--- src/rtl/key_scan_pkg.sv ---
// rtl/key_scan_pkg.sv - shared matrix geometry, key encoding and priority helper
package key_scan_pkg;

  localparam int NUM_ROWS = 4;
  localparam int NUM_COLS = 4;
  localparam int KEY_W    = 4;
  localparam int COL_W    = $clog2(NUM_COLS);
  localparam int NUM_KEYS = NUM_ROWS * NUM_COLS;

  // Internal key value: MSB set means "no key", low bits are 4*column + row.
  typedef logic [KEY_W:0] key_t;

  localparam key_t KEY_NONE = {1'b1, {KEY_W{1'b0}}};

  // Lowest-numbered pressed key, or KEY_NONE when nothing is pressed.
  function automatic key_t lowest_key(input logic [NUM_KEYS-1:0] pressed);
    key_t k;
    k = KEY_NONE;
    for (int i = NUM_KEYS - 1; i >= 0; i--) begin
      if (pressed[i]) k = key_t'(i);
    end
    return k;
  endfunction

endpackage

--- src/rtl/scan_timer.sv ---
// rtl/scan_timer.sv - column dwell counter and column index sequencer
module scan_timer
  import key_scan_pkg::*;
#(
  parameter int SCAN_DIV = 1000
) (
  input  logic             clk,
  input  logic             rst_n,
  output logic [COL_W-1:0] col_idx,
  output logic             last_dwell
);

  localparam int CNT_W = $clog2(SCAN_DIV);
  localparam logic [CNT_W-1:0] DWELL_MAX = CNT_W'(SCAN_DIV - 1);

  logic [CNT_W-1:0] dwell_cnt;

  assign last_dwell = (dwell_cnt == DWELL_MAX);

  // Count the dwell and step to the next column on its final cycle.
  always_ff @(posedge clk or negedge rst_n) begin
    if (!rst_n) begin
      dwell_cnt <= '0;
      col_idx   <= '0;
    end else if (last_dwell) begin
      dwell_cnt <= '0;
      col_idx   <= col_idx + 1'b1;
    end else begin
      dwell_cnt <= dwell_cnt + 1'b1;
    end
  end

endmodule

--- src/rtl/key_matrix_scanner.sv ---
// rtl/key_matrix_scanner.sv - 4x4 key matrix scan, debounce and press/release events
module key_matrix_scanner
  import key_scan_pkg::*;
#(
  parameter int SCAN_DIV  = 1000,
  parameter int DEB_SCANS = 4
) (
  input  logic                clk,
  input  logic                rst_n,
  input  logic [NUM_ROWS-1:0] row_in,
  output logic [NUM_COLS-1:0] col_out,
  output logic                key_valid,
  output logic [KEY_W-1:0]    key_code,
  output logic                key_release,
  input  logic                key_ready,
  output logic                key_down
);

  localparam logic [3:0]       DEB_MAX  = 4'(DEB_SCANS);
  localparam logic [COL_W-1:0] LAST_COL = COL_W'(NUM_COLS - 1);
  localparam int               SNAP_W   = (NUM_COLS - 1) * NUM_ROWS;

  logic [COL_W-1:0]    col_idx;
  logic                last_dwell;
  logic                scan_end;
  logic [NUM_ROWS-1:0] row_s1;
  logic [NUM_ROWS-1:0] row_s2;
  logic [SNAP_W-1:0]   row_snap;
  logic [NUM_KEYS-1:0] scan_rows;
  key_t                candidate;
  key_t                prev_cand;
  key_t                committed;
  logic [3:0]          stable_cnt;
  logic [3:0]          stable_next;
  logic                commit;

  scan_timer #(
    .SCAN_DIV (SCAN_DIV)
  ) u_scan_timer (
    .clk        (clk),
    .rst_n      (rst_n),
    .col_idx    (col_idx),
    .last_dwell (last_dwell)
  );

  assign col_out  = ~(NUM_COLS'(1) << col_idx);
  assign scan_end = last_dwell && (col_idx == LAST_COL);
  assign key_down = ~committed[KEY_W];

  // Two-flop synchronizer; idle rows read high.
  always_ff @(posedge clk or negedge rst_n) begin
    if (!rst_n) begin
      row_s1 <= '1;
      row_s2 <= '1;
    end else begin
      row_s1 <= row_in;
      row_s2 <= row_s1;
    end
  end

  // Capture rows at the end of each dwell for every column but the last.
  always_ff @(posedge clk or negedge rst_n) begin
    if (!rst_n) begin
      row_snap <= '1;
    end else if (last_dwell && (col_idx != LAST_COL)) begin
      row_snap[col_idx*NUM_ROWS +: NUM_ROWS] <= row_s2;
    end
  end

  // Full scan image; the last column is taken live on its sample cycle.
  always_comb begin
    scan_rows = {row_s2, row_snap};
    candidate = lowest_key(~scan_rows);
  end

  // Stable count for this scan and the commit decision.
  always_comb begin
    stable_next = 4'd1;
    if (candidate == prev_cand) begin
      stable_next = (stable_cnt >= DEB_MAX) ? DEB_MAX : stable_cnt + 4'd1;
    end
    commit = scan_end && (stable_next == DEB_MAX) &&
             (candidate != committed) && !key_valid;
  end

  // Debounce history, updated once per completed scan.
  always_ff @(posedge clk or negedge rst_n) begin
    if (!rst_n) begin
      prev_cand  <= KEY_NONE;
      stable_cnt <= 4'd0;
    end else if (scan_end) begin
      prev_cand  <= candidate;
      stable_cnt <= stable_next;
    end
  end

  // Event register: a held key is always released before a new one is pressed.
  always_ff @(posedge clk or negedge rst_n) begin
    if (!rst_n) begin
      key_valid   <= 1'b0;
      key_code    <= '0;
      key_release <= 1'b0;
      committed   <= KEY_NONE;
    end else if (commit) begin
      key_valid <= 1'b1;
      if (!committed[KEY_W]) begin
        key_code    <= committed[KEY_W-1:0];
        key_release <= 1'b1;
        committed   <= KEY_NONE;
      end else begin
        key_code    <= candidate[KEY_W-1:0];
        key_release <= 1'b0;
        committed   <= candidate;
      end
    end else if (key_valid && key_ready) begin
      key_valid <= 1'b0;
    end
  end

endmodule

--- config.mk ---
export PLATFORM = sky130hd
export DESIGN_NAME = key_matrix_scanner
export DESIGN_NICKNAME = d
export VERILOG_FILES = /design/src/rtl/key_scan_pkg.sv /design/src/rtl/scan_timer.sv /design/src/rtl/key_matrix_scanner.sv
export SDC_FILE = /design/constraint.sdc
export NUM_CORES = 1
export LEC_CHECK = 0
export ABC_AREA = 1
export ABC_CLOCK_PERIOD_IN_PS = 2360
export BUFFER_PORTS_ARGS = -buffer_cell sky130_fd_sc_hd__buf_2
export CORE_MARGIN = 3
export CORE_UTILIZATION = 54
export DETAILED_ROUTE_END_ITERATION = 12
export MAX_ROUTING_LAYER = met4
export PLACE_DENSITY = 0.75
export SLEW_MARGIN = 20
export SYNTH_ARGS = -nofsm -noshare
export SYNTH_HDL_FRONTEND = slang
export SYNTH_SLANG_ARGS = --single-unit
export TNS_END_PERCENT = 10
--- constraint.sdc ---
create_clock -name clk -period 2.36 [get_ports clk]
set_input_delay 0.118 -clock clk [delete_from_list [all_inputs] [get_ports clk]]
set_output_delay 0.118 -clock clk [all_outputs]
set_load 0.05 [all_outputs]
==> metrics.csv <==
stage,metric,value,unit
yosys,synth.area.top_cells,"dfrtp_1 29%, dfstp_2 22%, nand2_1 8.6%, inv_1 5.1%, nand4_1 4.1%",
drt,drc,0,
clock_tree,clk_pin_slew,90,ps
sta,timing.setup.tns,0,ps
clock_tree,cts_tree,done,
placed_design,gp_congestion,0.8330,
clock_tree,cts_made_buffers,5,
critical_path,crit_path_start_kind,register,
global_routing,antenna_found_initial,0,
clock_tree,htree_levels,2,
yosys,ys_types,28,
sta,finalSetupViolCount,0,
floorplanning,num_rows,24,
drt,ant_nets,0,
sta,fmax,0.4320,GHz
critical_path,worstPathRequired,2550,ps
critical_path,critPathLaunch,row_snap[9],
clock_tree,clkSinkCount,52,
sta,setup_ws,45.29,ps
sta,rsz0062_at_grt,yes,
drt,dr.pass1.iters,4,
hold_path,hold_start,row_s1[0],
yosys,ys_seq_area_share,51.35,%
sta,hold-worst-slack,358.4,ps
power_and_ir_drop,p_leak,1.492,nW
sta,slew_headroom,37.15,%
yosys,avgSynthCellArea,8.801,um2
cells_and_area,layout_commonest_cell,nand2_1,
yosys,synth-seq-cells,52,
clock_tree,insertion_delay,300,ps
yosys,synth.top_cell.area_share,29.01,%
critical_path,critPathMaxFanout,6,
cells_and_area,drive_gt1_share,31.09,%
global_routing,grt_pass1_vias,1888,
critical_path,timing.rr.start,row_snap[9],
yosys,synth_area_leader_cell,dfrtp_1,
cells_and_area,fillerInstances,357,
critical_path,critPathKind,register to register,
sta,fin_crit,2315,ps
critical_path,critPathCaptureType,register,
cells_and_area,diodes,0,
floorplanning,coreArea,4504,um2
floorplanning,initial_core_util,57.44,%
placed_design,dp_slack,-33.94,ps
floorplanning,io_pins,18,
run,maxCapViolations,0,
drt,drt-total-wl,5059,um
placed_design,port-buffer-count,17,
sta,slew_violations,0,
power_and_ir_drop,fin_total_pwr,0.001468,W
drt,via_per_inst,5.216,
drt,wl_per_cell,12.87,um
drt,drt_iter0_markers,134,
global_routing,grt.overflow.total,0,
cells_and_area,mostFrequentLayoutCells,"56 x nand2_1, 35 x inv_1, 30 x dfrtp_1",
clock_tree,cts.path.max_buffers,2,
yosys,postSynthCellCount,294,
global_routing,grt_max_degree,45,
sta,skew,7.000,ps
global_routing,grt_pass1_wl,8245,um
sta,worst_pin_slew,942.7,ps
power_and_ir_drop,ir_drop,0.4384,mV
placed_design,dp_hpwl,3657,um
floorplanning,die_area,5658,um2
yosys,syn-num-nets,309,
global_routing,grt_usage,19.83,%
floorplanning,die_y,75.22,um
cells_and_area,nets,355,
yosys,syn_area,2587,um2
floorplanning,die_x,75.22,um
outcome,status,"finished, final reports clean",
critical_path,worstPathArrival,2510,ps
drt,vias,2050,
sta,hold_viol_final,0,
yosys,ys_warn_count,0,
power_and_ir_drop,power.density,473.0,nW/um2
hold_path,hp-class,register to register,
cells_and_area,syn2layout_area_growth,19.97,%
sta,fin_crit_sh,98.08,%
clock_tree,cts_root_buf,clkbuf_8,
[report_power, final]
| group | switching (W) | leakage, nW | internal (W) |
|---|---|---|---|
| Sequential | 0.00000311 | 0.633 | 0.000904 |
| Clock | 0.000274 | 0.0488 | 0.000239 |
| Combinational | 0.0000275 | 0.810 | 0.0000200 |
[final timing paths]
check	endpoint	slack (ps)	cells past startpoint
setup reg to reg	key_code[2]	50	16
min in group asynchronous	u_scan_timer.col_idx[0]	470	2
hold reg to reg	row_s2[0]	360	0
hold / removal	row_s2[0]	360	0
max in group asynchronous	row_s1[2]	1130	3
setup / recovery	key_code[2]	50	16
[flip-flops by register name, indices dropped and copies added, names as in the netlist]
signal                  count
key_valid                   1
key_release                 1
row_s2                      4
committed                   5
row_snap                   12
stable_cnt                  4
row_s1                      4
u_scan_timer.dwell_cnt     10
u_scan_timer.col_idx        2
prev_cand                   5
key_code                    4
[through the flow]
step	instance area, um2	utilization [%]	std cells
6_report	3104	68.92	393
3_5_place_dp	2850	63.28	377
3_3_place_gp	2850	63.28	377
4_1_cts	3005	66.72	391
5_1_grt	3104	68.92	393
2_1_floorplan	2587	-	294
[synthesized netlist by cell type]
cell type	count
xnor2_1	4
nand2_2	7
nand3_2	3
nor2_4	2
o21ai_2	3
nand4_4	1
nand2_4	1
nand2_1	59
and3_1	2
nand3_1	20
buf_6	1
dfrtp_1	30
ha_1	8
o21ai_0	20
clkinv_1	1
inv_1	35
nand4_1	17
nor4_4	1
a21oi_1	11
dfstp_2	22
nor2_2	2
clkbuf_1	3
xor2_1	3
nor3_1	7
clkinv_2	1
nor2_1	26
inv_2	3
inv_4	1
[layout make-up]
type	instances	area (um2)	area share, %
Sequential cell	52	1329	42.81
Multi-Input combinational cell	198	1165	37.53
Timing Repair Buffer	42	295.3	9.512
Inverter	41	157.7	5.079
Clock buffer	7	86.33	2.781
Tap cell	52	65.06	2.096
Clock inverter	1	6.256	0.2015
[layer usage]
metal  track usage [%]  up-vias  part of all wire, %
li1                  -     1054                    -
met1             25.24      965                   48
met2             32.50       23                   48
met3             4.406        8                  3.0
met4             4.660        0                 0.95
met5                 -        -                    0
[worst max-delay path: stages, from the launching register on]
cell and delay [ps]:
dfstp_2 530, nand4_1 150, nor2_2 150, inv_1 60, nor2_2 120, inv_1 60, ha_1 280, nand2_1 80
nor3_2 40, o21ai_1 70, a21oi_1 60, nand3_2 80, nand2_2 60, nor2_4 220, nand2_4 120, nand2_2 80
nand3_2 60
[kinds of logic (layout without fill, tap and decap cells)]
logic type               count (synthesis)  after routing  synth area share (%)
flip-flops                              52             52                 51.35
AND/OR/NAND/NOR                        148            149                 28.43
XOR/XNOR                                 7              7                 2.369
buffers and inverters                   45             91                 6.963
AO/OA/AOI/OAI                           34             34                 7.012
adder cells (fa/ha/maj)                  8              8                 3.869
[timing repair]
action,CTS,global route
buffers inserted,0,1
pin swaps,1,8
gates resized for setup,1,22
endpoints found under the hold margin,26,0
gates cloned,0,1
endpoints found under the setup margin,8,12
hold buffers,6,0
Note: power is estimated with default switching activity, not from simulation.
